`config.mk`:
```
export PLATFORM = sky130hd
export DESIGN_NAME = lock_controller
export DESIGN_NICKNAME = d
export VERILOG_FILES = /design/src/rtl/lock_pkg.sv /design/src/rtl/lock_controller_pw_store.sv /design/src/rtl/lock_controller.sv
export SDC_FILE = /design/constraint.sdc
export NUM_CORES = 1
export LEC_CHECK = 0
export ABC_CLOCK_PERIOD_IN_PS = 3250
export CAP_MARGIN = 5
export CORE_MARGIN = 3
export CORE_UTILIZATION = 35
export CTS_CLUSTER_SIZE = 25
export DETAILED_ROUTE_END_ITERATION = 8
export DONT_BUFFER_PORTS = 1
export SLEW_MARGIN = 15
export SYNTH_ARGS = -nofsm -noshare
export SYNTH_HDL_FRONTEND = slang
export SYNTH_HIERARCHICAL = 1
export SYNTH_SLANG_ARGS = --single-unit
```
`constraint.sdc`:
```
create_clock -name clk -period 3.25 [get_ports clk]
set_input_delay 0.975 -clock clk [delete_from_list [all_inputs] [get_ports clk]]
set_output_delay 0.975 -clock clk [all_outputs]
set_load 0.1 [all_outputs]
```
`src/rtl/lock_pkg.sv`:
```
// Shared types and helpers for the keypad lock controller.
package lock_pkg;

  localparam int unsigned DEFAULT_SYM_W = 2;

  typedef enum logic [2:0] {
    StUnset   = 3'd0,
    StSetup   = 3'd1,
    StArmed   = 3'd2,
    StCheck   = 3'd3,
    StOpen    = 3'd4,
    StLockout = 3'd5
  } lock_state_t;

  // Bits needed for a counter that must hold the value n.
  function automatic int unsigned cnt_w(input int unsigned n);
    return $clog2(n + 1);
  endfunction

endpackage

```
`src/rtl/lock_controller_pw_store.sv`:
```
// Password register file and stored length, with a combinational compare against an entry buffer.
module pw_store
  import lock_pkg::*;
#(
  parameter int unsigned SYM_W   = DEFAULT_SYM_W,
  parameter int unsigned MAX_LEN = 4,
  parameter int unsigned IW      = (MAX_LEN > 1) ? $clog2(MAX_LEN) : 1,
  parameter int unsigned LW      = cnt_w(MAX_LEN)
) (
  input  logic                            clk,
  input  logic                            clear,
  input  logic                            wr_en,
  input  logic [IW-1:0]                   wr_idx,
  input  logic [SYM_W-1:0]                wr_data,
  input  logic                            commit,
  input  logic [LW-1:0]                   commit_len,
  input  logic [MAX_LEN-1:0][SYM_W-1:0]   entry,
  input  logic [LW-1:0]                   entry_len,
  output logic                            pw_valid,
  output logic                            match
);

  logic [MAX_LEN-1:0][SYM_W-1:0] pw;
  logic [LW-1:0]                 len;

  always_ff @(posedge clk) begin
    if (clear) begin
      pw       <= '0;
      len      <= '0;
      pw_valid <= 1'b0;
    end else begin
      if (wr_en) pw[wr_idx] <= wr_data;
      if (commit) begin
        len      <= commit_len;
        pw_valid <= 1'b1;
      end
    end
  end

  always_comb begin
    match = pw_valid && (entry_len == len);
    for (int i = 0; i < MAX_LEN; i++) begin
      if ((LW'(i) < len) && (entry[i] != pw[i])) match = 1'b0;
    end
  end

endmodule

```
`src/rtl/lock_controller.sv`:
```
// Keypad lock sequencer: password setup, armed entry, compare, timed unlock and retry lockout.
module lock_controller
  import lock_pkg::*;
#(
  parameter int unsigned SYM_W          = DEFAULT_SYM_W,
  parameter int unsigned MAX_LEN        = 4,
  parameter int unsigned MAX_TRIES      = 3,
  parameter int unsigned OPEN_CYCLES    = 8,
  parameter int unsigned LOCKOUT_CYCLES = 16
) (
  input  logic                           clk,
  input  logic                           resetn,
  input  logic                           key_valid,
  input  logic [SYM_W-1:0]               key_bits,
  input  logic                           key_enter,
  input  logic                           key_setup,
  output logic                           unlocked,
  output logic                           locked_out,
  output logic                           setup_active,
  output logic                           pw_valid,
  output logic [$clog2(MAX_LEN+1)-1:0]   entry_len,
  output logic [$clog2(MAX_TRIES+1)-1:0] fail_count
);

  localparam int unsigned LW = cnt_w(MAX_LEN);
  localparam int unsigned FW = cnt_w(MAX_TRIES);
  localparam int unsigned TW =
      cnt_w((OPEN_CYCLES > LOCKOUT_CYCLES) ? OPEN_CYCLES : LOCKOUT_CYCLES);
  localparam int unsigned IW = (MAX_LEN > 1) ? $clog2(MAX_LEN) : 1;

  lock_state_t                   state, state_next;
  logic [LW-1:0]                 len_next;
  logic [FW-1:0]                 fail_next;
  logic [TW-1:0]                 timer, timer_next;
  logic [MAX_LEN-1:0][SYM_W-1:0] entry_buf;
  logic                          pw_we, pw_commit, ent_we, match, has_room;
  logic [IW-1:0]                 idx;

  assign idx      = entry_len[IW-1:0];
  assign has_room = entry_len < LW'(MAX_LEN);

  pw_store #(
    .SYM_W  (SYM_W),
    .MAX_LEN(MAX_LEN),
    .IW     (IW),
    .LW     (LW)
  ) u_pw_store (
    .clk       (clk),
    .clear     (!resetn),
    .wr_en     (pw_we),
    .wr_idx    (idx),
    .wr_data   (key_bits),
    .commit    (pw_commit),
    .commit_len(entry_len),
    .entry     (entry_buf),
    .entry_len (entry_len),
    .pw_valid  (pw_valid),
    .match     (match)
  );

  always_comb begin
    state_next = state;
    len_next   = entry_len;
    fail_next  = fail_count;
    timer_next = timer;
    pw_we      = 1'b0;
    pw_commit  = 1'b0;
    ent_we     = 1'b0;
    unique case (state)
      StUnset: begin
        if (key_setup) begin
          state_next = StSetup;
          len_next   = '0;
        end
      end
      StSetup: begin
        // key_enter wins over a same-cycle symbol, even when the enter itself is ignored.
        if (key_enter) begin
          if (entry_len != '0) begin
            pw_commit  = 1'b1;
            len_next   = '0;
            state_next = StArmed;
          end
        end else if (key_valid && has_room) begin
          pw_we    = 1'b1;
          len_next = entry_len + 1'b1;
        end
      end
      StArmed: begin
        if (key_enter) begin
          state_next = StCheck;
        end else if (key_valid && has_room) begin
          ent_we   = 1'b1;
          len_next = entry_len + 1'b1;
        end
      end
      StCheck: begin
        len_next = '0;
        if (match) begin
          fail_next  = '0;
          timer_next = TW'(OPEN_CYCLES);
          state_next = StOpen;
        end else begin
          fail_next = fail_count + 1'b1;
          if (fail_count + 1'b1 == FW'(MAX_TRIES)) begin
            timer_next = TW'(LOCKOUT_CYCLES);
            state_next = StLockout;
          end else begin
            state_next = StArmed;
          end
        end
      end
      StOpen: begin
        if (key_setup) begin
          len_next   = '0;
          state_next = StSetup;
        end else if (key_enter || timer == TW'(1)) begin
          state_next = StArmed;
        end else begin
          timer_next = timer - 1'b1;
        end
      end
      StLockout: begin
        if (timer == TW'(1)) begin
          fail_next  = '0;
          state_next = StArmed;
        end else begin
          timer_next = timer - 1'b1;
        end
      end
      default: state_next = StUnset;
    endcase
  end

  always_ff @(posedge clk) begin
    if (!resetn) begin
      state      <= StUnset;
      entry_len  <= '0;
      fail_count <= '0;
      timer      <= '0;
      entry_buf  <= '0;
    end else begin
      state      <= state_next;
      entry_len  <= len_next;
      fail_count <= fail_next;
      timer      <= timer_next;
      if (ent_we) entry_buf[idx] <= key_bits;
    end
  end

  assign unlocked     = (state == StOpen);
  assign locked_out   = (state == StLockout);
  assign setup_active = (state == StSetup);

endmodule
```
Word level (Yosys, flattened, before mapping)

Cells that the tools add are included.

Register bits after elaboration: 33
Latch bits: 0
Bits in writable memories: 0
ROM bits: 0
Input port bits: 7
Word-level logic and storage cells: 107
Memories: 0

Add/subtract/negate cells: 3
$mul: 0
Div/mod/pow operators: 0
$lt $le $gt $ge: 7
Equality and inequality tests: 25
Shifts and indexed selects: 0
Muxes and demuxes: 40
Bitwise logic cells: 0
Reductions and logical operators: 18

Operators by type and width:

| cell                                               | count |
|---|---|
| two-way mux 3 bit                                  | 14 |
| two-way mux 5 bit                                  | 5 |
| one-hot mux 3 bit (6 select lines)                 | 1 |
| bitwise mux 8 bit                                  | 2 |
| one-hot mux 5 bit (3 select lines)                 | 1 |
| != test 2 bit (second input constant)              | 7 |
| one-hot mux 3 bit (4 select lines)                 | 1 |
| two-way mux 1 bit                                  | 11 |
| != test 2 bit                                      | 4 |
| logical AND 1 bit                                  | 7 |
| == test 3 x 2 -> 1 bit (second input constant)     | 2 |
| == test 3 bit (second input constant)              | 2 |
| < comparator 1 x 3 -> 1 bit (first input constant) | 2 |
| < comparator 2 x 3 -> 1 bit (first input constant) | 2 |
| two-way mux 2 bit                                  | 3 |
| != test 2 x 1 -> 1 bit (second input constant)     | 3 |
| != test 3 x 2 -> 1 bit (second input constant)     | 2 |
| AND reduction 6 bit                                | 1 |
| nonzero test 3 bit                                 | 2 |
| == test 5 x 1 -> 1 bit (second input constant)     | 1 |
| AND reduction 5 bit                                | 1 |
| subtractor 5 x 1 -> 5 bit (second input constant)  | 1 |
| demux 2 bit (select 2 bit)                         | 1 |
| one-hot mux 2 bit (2 select lines)                 | 1 |
| 16 further kinds                                   | 16 |

Depth between registers and ports, before layout

Gate-level depths: netlist of run 1.

Word-level depth: 8
Depth in mapped cells: 8
Mapped depth without buffers: 8

Cells and area by module

The synthesis of run 1 kept the hierarchy.

By module, submodules not included:

| module          | times used | cells each | area an instance (µm²) | seq. area each (µm²) |
|---|---|---|---|---|
| lock_controller | 1          | 152        | 1315.0                 | 420.4 |
| pw_store        | 1          | 63         | 584.3                  | 240.2 |

Worst setup path after synthesis of run 1

OpenSTA, ideal clock, no wires.

Path type: flip-flop to flip-flop
From: reg entry_len[0]
To: reg timer[3]
Library setup time: 0.117 ns
Arrival time: 2.927 ns
Data required time: 3.133 ns
Path slack: 0.206 ns
Cell stages (with the launch flop): 8
Path through: dfxtp_1 > xnor2_1 > o21ai_1 > a2111oi_1 > o211ai_1 > o32ai_2 > o21ai_1 > a32o_1

Cells in the longest elaborated chain, start to end: 8
Elaborated cells between the ends (all ways): 10

Ends and longest elaborated chain:

| item                                                                                       | line                           | RTL |
|---|---|---|
| start: declaration                                                                         | lock_controller.sv:21          | `output logic [$clog2(MAX_LEN+1)-1:0] entry_len,` |
| start signal: assignment                                                                   | lock_controller.sv:144         | `entry_len <= len_next;` |
| == test 3 bit *                                                                            | lock_controller_pw_store.sv:41 | `match = pw_valid && (entry_len == len);` |
| logical AND 1 bit *                                                                        | lock_controller_pw_store.sv:41 |  |
| two-way mux 1 bit * (4 in series)                                                          | lock_controller_pw_store.sv:43 | `if ((LW'(i) < len) && (entry[i] != pw[i])) match = 1'b0;` |
| named net match                                                                            | lock_controller.sv:36          | `logic pw_we, pw_commit, ent_we, match, has_room;` |
| != test 3 bit (no line) / two-way mux 5 bit (equally long branches)                        | n/a                            |  |
| AND reduction 5 bit (no line) / one-hot mux 5 bit (3 select lines) (equally long branches) | n/a                            |  |
| end signal: assignment                                                                     | lock_controller.sv:146         | `timer <= timer_next;` |
| end: declaration                                                                           | lock_controller.sv:34          | `logic [TW-1:0] timer, timer_next;` |

Mark *: on every way through the listed nets, which the timed path passes. The rest lies on a longest branch.
A chain may end at the register's enable or synchronous reset.

Worst setup path after layout of run 1

From: reg state[2]
To: out unlocked

Cells in the longest elaborated chain, start to end: 1

Ends and longest elaborated chain:

| item                     | line                   | RTL |
|---|---|---|
| start: declaration       | lock_controller.sv:31  | `lock_state_t state, state_next;` |
| start signal: assignment | lock_controller.sv:137 | `state <= StUnset;` |
| start signal: assignment | lock_controller.sv:143 | `state <= state_next;` |
| == test 3 bit            | lock_controller.sv:151 | `assign unlocked = (state == StOpen);` |
| end: declaration         | lock_controller.sv:17  | `output logic unlocked,` |

No other way between the ends.

==> results of run 1 <==
where the power goes:
part	total [mW]	leakage [nW]	internal [mW]	switching, mW
combinational	0.368	0.578	0.143	0.225
clock	0.312	0.0443	0.168	0.144
sequential	0.460	0.266	0.423	0.0372
total	1.14	0.889	0.734	0.406
placed cells by master, fill, tap and decap left out, types with 6 or more instances in the layout:
master    instances
clkbuf_8          6
nor2_1           28
inv_1             8
dfxtp_1          33
buf_4            12
a21oi_1           8
ha_1              7
mux2i_1          23
nand3_1           6
nand2_1          12
xnor2_1           6
path summary, 6_finish.rpt:
path	startpoint	endpoint	slack, ns	cells past startpoint
max	state[2]	unlocked	0.46	3
min	timer[4]	timer[4]	0.51	2
max reg2reg	u_pw_store/pw[3]	timer[3]	0.75	9
min reg2reg	timer[4]	timer[4]	0.51	2
routing by layer:
metal,global-route usage,vias up,share of wire
met5,0,-,0
met1,0.1702,675,0.49
met3,0.04402,2,0.050
met2,0.2045,18,0.45
met4,0.04124,0,0.0031
li1,-,780,-
cell type report:
cell class,count,area [µm²],share of cell area
Sequential cell,33,660.6,0.3113
Tap cell,70,87.58,0.04127
Clock buffer,7,86.33,0.04068
Timing Repair Buffer,12,90.09,0.04245
Multi-Input combinational cell,163,1164,0.5483
Inverter,9,33.78,0.01592
kinds of logic (layout without fill, tap and decap cells):
logic type      Yosys count  after routing  share of synthesized area
mux                      23             23                     0.1212
buf+inv                  19             28                    0.04347
flops                    33             33                     0.3478
fa+ha+maj                 7              7                    0.04611
compound gates           37             37                     0.1456
xor+xnor                 11             11                    0.05072
simple gates             85             85                     0.2451
flip-flops by register name (all words and copies together), names as in the netlist:
register,cells
state,3
u_pw_store/pw_valid,1
fail_count,2
entry_buf,8
u_pw_store/len,3
entry_len,3
u_pw_store/pw,8
timer,5
worst register-to-register path, delay by kind of cell (launching register included):
kind	cells	cell delay [ns]
flip-flops	1	0.31
buffers and inverters	1	0.21
AO/OA/AOI/OAI	6	1.42
XOR/XNOR	1	0.16
AND/OR/NAND/NOR	1	0.29
through the flow:
step	area (µm²)	power [mW]
after global routing	2122	1.203
final	2122	1.141
after detailed placement	2036	0.8341
after global placement	2036	0.8364
after floorplan	1899	0.7781
after CTS	2122	1.155
==> flow_metrics.tcl, run 1 <==
set metrics [dict create \
    finClkSkew_ns 0.007811 \
    initial_utilization 0.3672 \
    period_share 0.8583 \
    cap_violations 0 \
    drt-initial-drc-count 78 \
    numCtsBuffers 5 \
    vias 1475 \
    yosys-top-cells-count "dfxtp_1 (33), nor2_1 (31), mux2i_1 (23)" \
    gp_congestion 0.8028 \
    ios 16 \
    antenna_found_initial 0 \
    critPathBufInv 1 \
    grt_pass1_vias 1376 \
    htreeDepth 2 \
    crit_fanout 18 \
    path_cells "nand2b_1, nor2_2, buf_4" \
    start_kind "flip-flop" \
    cts_tree "yes" \
    cp-end-kind "output pin" \
    die_w_um 79.67 \
    area_delta_synth_final_pct 11.73 \
    async_flop_share 0 \
    whs_ns 0.5089 \
    cp_data_required_time_ns 2.27 \
    min_path_type "flip-flop to flip-flop" \
    fp-row-count 26 \
    nFillCells 515 \
    syn_area_um2 1899 \
    layout-drive-gt1-share 0.1295 \
    critPathKind "flip-flop to output pin" \
    syn_inst 215 \
    die_h_um 79.67 \
    vdd_drop_max_uv 323.7 \
    cts_hold_buf 0 \
    clkTransAtPathRegs_ns 0.07 \
    grt_max_degree 26 \
    fin_ws_ns 0.4607 \
    final_core_util 0.4103 \
    routed_wl_mm 3.861 \
    stdcell_count 294 \
    core_um2 5172 \
    cp_top_family "flip-flops" \
    synth_most_common_cell "dfxtp_1" \
    viasPerCell 5.017 \
    outcome "finished, final reports clean" \
    synth-edff-count 0 \
    ys_ff_latch 33 \
    rsz0062_at_grt "no" \
    p_leak_nw 0.8888 \
    syn-num-nets 229 \
    synth_area_leaders "dfxtp_1 (35%), mux2i_1 (12%), nor2_1 (6.1%)" \
    fmax_mhz 358.5 \
    finalCriticalPeriod_ns 2.789 \
    port_buffers 0 \
    routedWlPerCell_um 13.13 \
    clockBufferDepth 2 \
    synth_top_cell_by_area "dfxtp_1" \
    fin_nets 238 \
    grt_use_total 0.1312 \
    tns_ns 0 \
    ys.flop_type "dfxtp_1" \
    pre_cts_ws_ns 0.7199 \
    worstPathArrival_ns 1.81 \
    post-place-cells 287 \
    yosysSeqAreaShare 0.3478 \
    cts_sinks 33 \
    ys_types 50 \
    synth_top_area_share 0.3478 \
    drc 0 \
    grt-ovfl-total 0 \
    detail-route-antenna-nets 0 \
    hpwlAfterDp_mm 2.754 \
    finalMaxSlewViolations 0 \
    tightest_slew_ns 0.8650 \
    grt_pass1_wl_mm 6.575 \
    setup_violations 0 \
    cts_resized 0 \
    max_stage_delay_ns 0.69 \
    clock-root-buffer "clkbuf_8" \
    first_pass_iters 4 \
    power_density_nw_per_um2 537.5 \
    clock_latency_ns 0.28 \
    finalHoldViolations 0 \
    slew_headroom 0.4180 \
    synth.avg_cell_area_um2 8.834 \
    crit_slowest_cell "dfxtp_1" \
    die_area_um2 6347 \
    post_cts_buffers 0 \
    antenna_cells 0 \
    ys_warn_count 6 \
]
No activity file was read; power rests on OpenSTA's default activity.
==> inputs of run 2 (changes only) <==
REMOVE_ABC_BUFFERS = 1   (was not set)
==> run 2 against run 1 <==
Against the previous run: die area unchanged; sequential share of layout area is 0.11 points lower; cell area is 0.35% higher; maximum frequency down 0.59%; via count increased by 3.3%.
==> flow_metrics.tcl, run 2 (synthesis gave the netlist of run 1 again) <==
set metrics [dict create \
    critPathBufInv 1 \
    hp-start "timer[4]" \
    viasPerCell 5.180 \
    detail-route-antenna-nets 0 \
    outcome "finished, final reports clean" \
    fin_nets 237 \
    min_delay_worst_endpoint "timer[4]" \
    r2r_cells 5 \
    clockBufferDepth 2 \
    cts_hold_buf 0 \
    cts_tree "yes" \
    grt_pass1_wl_mm 6.762 \
    cts_resized 0 \
    die_area_um2 6347 \
    post_cts_buffers 0 \
    vias 1523 \
    clock_latency_ns 0.28 \
    cp_top_family "flip-flops" \
    tns_ns 0 \
    start_kind "flip-flop" \
    worstPathArrival_ns 1.83 \
    finClkSkew_ns 0.01012 \
    die_w_um 79.67 \
    drt-initial-drc-count 106 \
    cp_data_required_time_ns 2.27 \
    grt-ovfl-total 0 \
    crit_slowest_cell "dfxtp_1" \
    min_path_type "flip-flop to flip-flop" \
    slew_headroom 0.4858 \
    finalHoldViolations 0 \
    htreeDepth 2 \
    gp_congestion 0.7930 \
    finalCriticalPeriod_ns 2.806 \
    fp-row-count 26 \
    cap_violations 0 \
    r2r-end "u_pw_store/pw[1]" \
    min_path_cells 2 \
    final_core_util 0.4117 \
    vdd_drop_max_uv 269.1 \
    hpwlAfterDp_mm 2.907 \
    nFillCells 521 \
    final_common_cell "dfxtp_1" \
    rsz0062_at_grt "no" \
    clock-root-buffer "clkbuf_8" \
    pre_cts_ws_ns 0.7247 \
    grt_use_total 0.1335 \
    setup_violations 0 \
    grt_max_degree 26 \
    layout-drive-gt1-share 0.1339 \
    die_h_um 79.67 \
    finalMaxSlewViolations 0 \
    period_share 0.8633 \
    tightest_slew_ns 0.7642 \
    clkTransAtPathRegs_ns 0.07 \
    cp-end-kind "output pin" \
    numCtsBuffers 5 \
    cts_sinks 33 \
    ios 16 \
    antenna_cells 0 \
    port_buffers 0 \
    routed_wl_mm 3.951 \
    p_leak_nw 0.8936 \
    fmax_mhz 356.4 \
    layout_common_cells "dfxtp_1 (33), nor2_1 (28), mux2i_1 (23)" \
    power_density_nw_per_um2 545.5 \
    area_delta_synth_final_pct 12.12 \
    reg2reg_setup_slack_ns 0.69 \
    reg_top3 "entry_buf x8, u_pw_store/pw x8, timer x5" \
    antenna_found_initial 0 \
    initial_utilization 0.3672 \
    core_um2 5172 \
    fin_ws_ns 0.4441 \
    grt_pass1_vias 1392 \
    cp_num_cells 3 \
    r2r-start "state[0]" \
    first_pass_iters 4 \
    path_cells "nand2b_1, nor2_2, buf_4" \
    drc 0 \
    crit_fanout 18 \
    max_stage_delay_ns 0.69 \
    routedWlPerCell_um 13.44 \
    critPathKind "flip-flop to output pin" \
]
==> run 2: cell type report <==
class	instances	area (µm²)	share of cell area
repair buffers	11	82.58	0.03878
multi-input cells	163	1164	0.5464
clock inverters	1	5.005	0.002350
inverters	9	33.78	0.01586
clock buffers	7	96.34	0.04524
flip-flops and latches	33	660.6	0.3102
well taps	70	87.58	0.04113
==> run 2: metrics by stage <==
stage                     cell area, µm²  power [mW]  std cells  hold WS (ns)
final                               2130       1.162        294        0.5116
after global placement              2028      0.8310        286        0.4958
after CTS                           2130       1.173        294        0.5103
after global routing                2130       1.224        294        0.5422
after detailed placement            2028      0.8297        286        0.5006
after floorplan                     1851      0.7565        205        0.4750
==> run 2: worst max path at each step <==
stage / from / to
after floorplan: state[2] / locked_out
after global placement: state[0] / u_pw_store/pw[0]
after CTS: state[2] / locked_out
after detailed placement: u_pw_store/pw[3] / timer[3]
final: state[2] / locked_out
after global routing: state[2] / locked_out
==> run 2: where the power goes <==
group          total, mW  leakage (nW)  switching, mW  internal [mW]
logic              0.343         0.573          0.206          0.137
clock network      0.339        0.0542          0.148          0.191
registers          0.479         0.266         0.0564          0.423
total               1.16         0.894          0.410          0.752
==> run 2: worst min-delay path: stages, from the launching register on <==
cell and delay [ns]:
dfxtp_1 0.35, nand2_1 0.07, o21ai_1 0.05
==> run 2: layer usage <==
layer	GRT usage	part of all wire	up-vias
li1	-	-	780
met1	0.1822	0.48	717
met2	0.2104	0.48	21
met3	0.03386	0.039	5
met4	0.03093	0.0073	0
met5	0	0	-
==> inputs of run 3 (changes only) <==
ABC_CLOCK_PERIOD_IN_PS = 2800   (was 3250)
clock period = 2.8 ns   (was 3.25 ns; I/O delays follow)
==> run 3 against run 2 <==
Against the previous run: hold slack worse by 0.00058 ns; wire length grew 1.4%; clock-buffer cell count decreased by 1; highest routed layer unchanged; clock power grew 1%; register-to-register slack worse by 0.38 ns; total power grew 13%; combinational power increased by 25%; critical path depth did not move; largest cell class unchanged; global-route usage grew 0.33 points; sequential power rose by 13%; first-iteration DRC count shrank 37%.
==> flow_metrics.tcl, run 3 (synthesis gave the netlist of run 1 again) <==
set metrics [dict create \
    outcome "finished, final reports clean" \
    clock_latency_ns 0.28 \
    numCtsBuffers 5 \
    worstPathArrival_ns 1.69 \
    reg_top3 "entry_buf x8, u_pw_store/pw x8, timer x5" \
    power_density_nw_per_um2 610.9 \
    cts_hold_buf 0 \
    finalHoldViolations 0 \
    tightest_slew_ns 0.5266 \
    critPathKind "flip-flop to output pin" \
    antenna_cells 0 \
    hpwlAfterDp_mm 2.999 \
    max_stage_delay_ns 0.64 \
    grt_pass1_wl_mm 6.969 \
    cp_data_required_time_ns 1.96 \
    period_share 0.9032 \
    path_cells "nand2b_1, nor2_2, buf_4" \
    total_power_mw 1.315 \
    vdd_drop_max_uv 315.1 \
    clockBufferDepth 2 \
    die_h_um 79.67 \
    place_area_um2 2058 \
    ios 16 \
    rsz0062_at_grt "no" \
    vias 1531 \
    gp_congestion 0.7905 \
    slew_headroom 0.6482 \
    area_delta_synth_final_pct 13.31 \
    min_path_type "flip-flop to flip-flop" \
    cap_violations 0 \
    crit_slowest_cell "dfxtp_1" \
    nFillCells 516 \
    finalCriticalPeriod_ns 2.529 \
    crit_fanout 16 \
    clock-root-buffer "clkbuf_8" \
    drc 0 \
    routed_wl_mm 4.006 \
    fmax_mhz 395.4 \
    tns_ns 0 \
    drt-initial-drc-count 67 \
    first_pass_iters 4 \
    cts_sinks 33 \
    p_leak_nw 0.9053 \
    finClkSkew_ns 0.008607 \
    finalMaxSlewViolations 0 \
    final_cell_area_um2 2152 \
    grt_max_degree 22 \
    setup_violations 0 \
    grt_use_total 0.1368 \
    grt-ovfl-total 0 \
    antenna_found_initial 0 \
    layout_common_cells "dfxtp_1 (33), nor2_1 (28), mux2i_1 (23)" \
    die_w_um 79.67 \
    grt_pass1_vias 1482 \
    cts_tree "yes" \
    core_um2 5172 \
    layout-drive-gt1-share 0.1447 \
    whs_ns 0.5110 \
    port_buffers 0 \
    final_common_cell "dfxtp_1" \
    cp-end-kind "output pin" \
    post_cts_buffers 0 \
    cts_resized 0 \
    initial_utilization 0.3672 \
    fp-row-count 26 \
    die_area_um2 6347 \
    clkTransAtPathRegs_ns 0.07 \
    routedWlPerCell_um 13.44 \
    start_kind "flip-flop" \
    fin_nets 241 \
    detail-route-antenna-nets 0 \
    viasPerCell 5.138 \
    htreeDepth 2 \
]
-- run 3: cell count changes in the layout (fill, tap and decap cells not counted), sizes merged --
cell | before | now
clkbuf | 7 | 6
buf | 11 | 15
clkinv | 1 | 2
-- run 3: worst max-delay path, delay by kind of cell (launching register included) --
kind	cells	cell delay [ns]
flip-flops	1	0.64
AND/OR/NAND/NOR	2	0.51
buffers and inverters	1	0.24
-- run 3: worst paths after layout --
check,from,endpoint,slack [ns],depth (start not counted)
hold / removal,timer[4],timer[4],0.51,2
setup reg to reg,u_pw_store/pw[3],timer[3],0.31,9
setup / recovery,state[1],unlocked,0.27,3
hold reg to reg,timer[4],timer[4],0.51,2
-- run 3: layout make-up --
type | instances | area, µm² | share of cell area
clock buffer | 6 | 72.57 | 0.03372
clock inverter | 2 | 10.01 | 0.004651
inverter | 9 | 33.78 | 0.01570
multi-input combinational | 163 | 1175 | 0.5459
sequential | 33 | 660.6 | 0.3070
tap | 70 | 87.58 | 0.04070
timing repair buffer | 15 | 112.6 | 0.05233
-- run 3: report_power, final --
part           internal (mW)  switching (mW)
Sequential             0.491          0.0516
Combinational          0.169           0.258
Clock                  0.172           0.172
-- run 3: metal layers --
layer  vias to the layer above  wire length [µm]  global-route usage
li1                        783                 -                   -
met1                       722              1850              0.1641
met2                        24              1942              0.2346
met3                         2               197             0.04176
met4                         0                15             0.03780
met5                         -                 0                   0
-- run 3: through the flow --
step,util,std cells,setup slack (ns)
4_1_cts,0.4139,298,0.2751
5_1_grt,0.4161,298,0.05243
2_1_floorplan,-,205,-0.2440
3_5_place_dp,0.3979,290,0.3013
3_3_place_gp,0.3979,290,0.3546
6_report,0.4161,298,0.2711
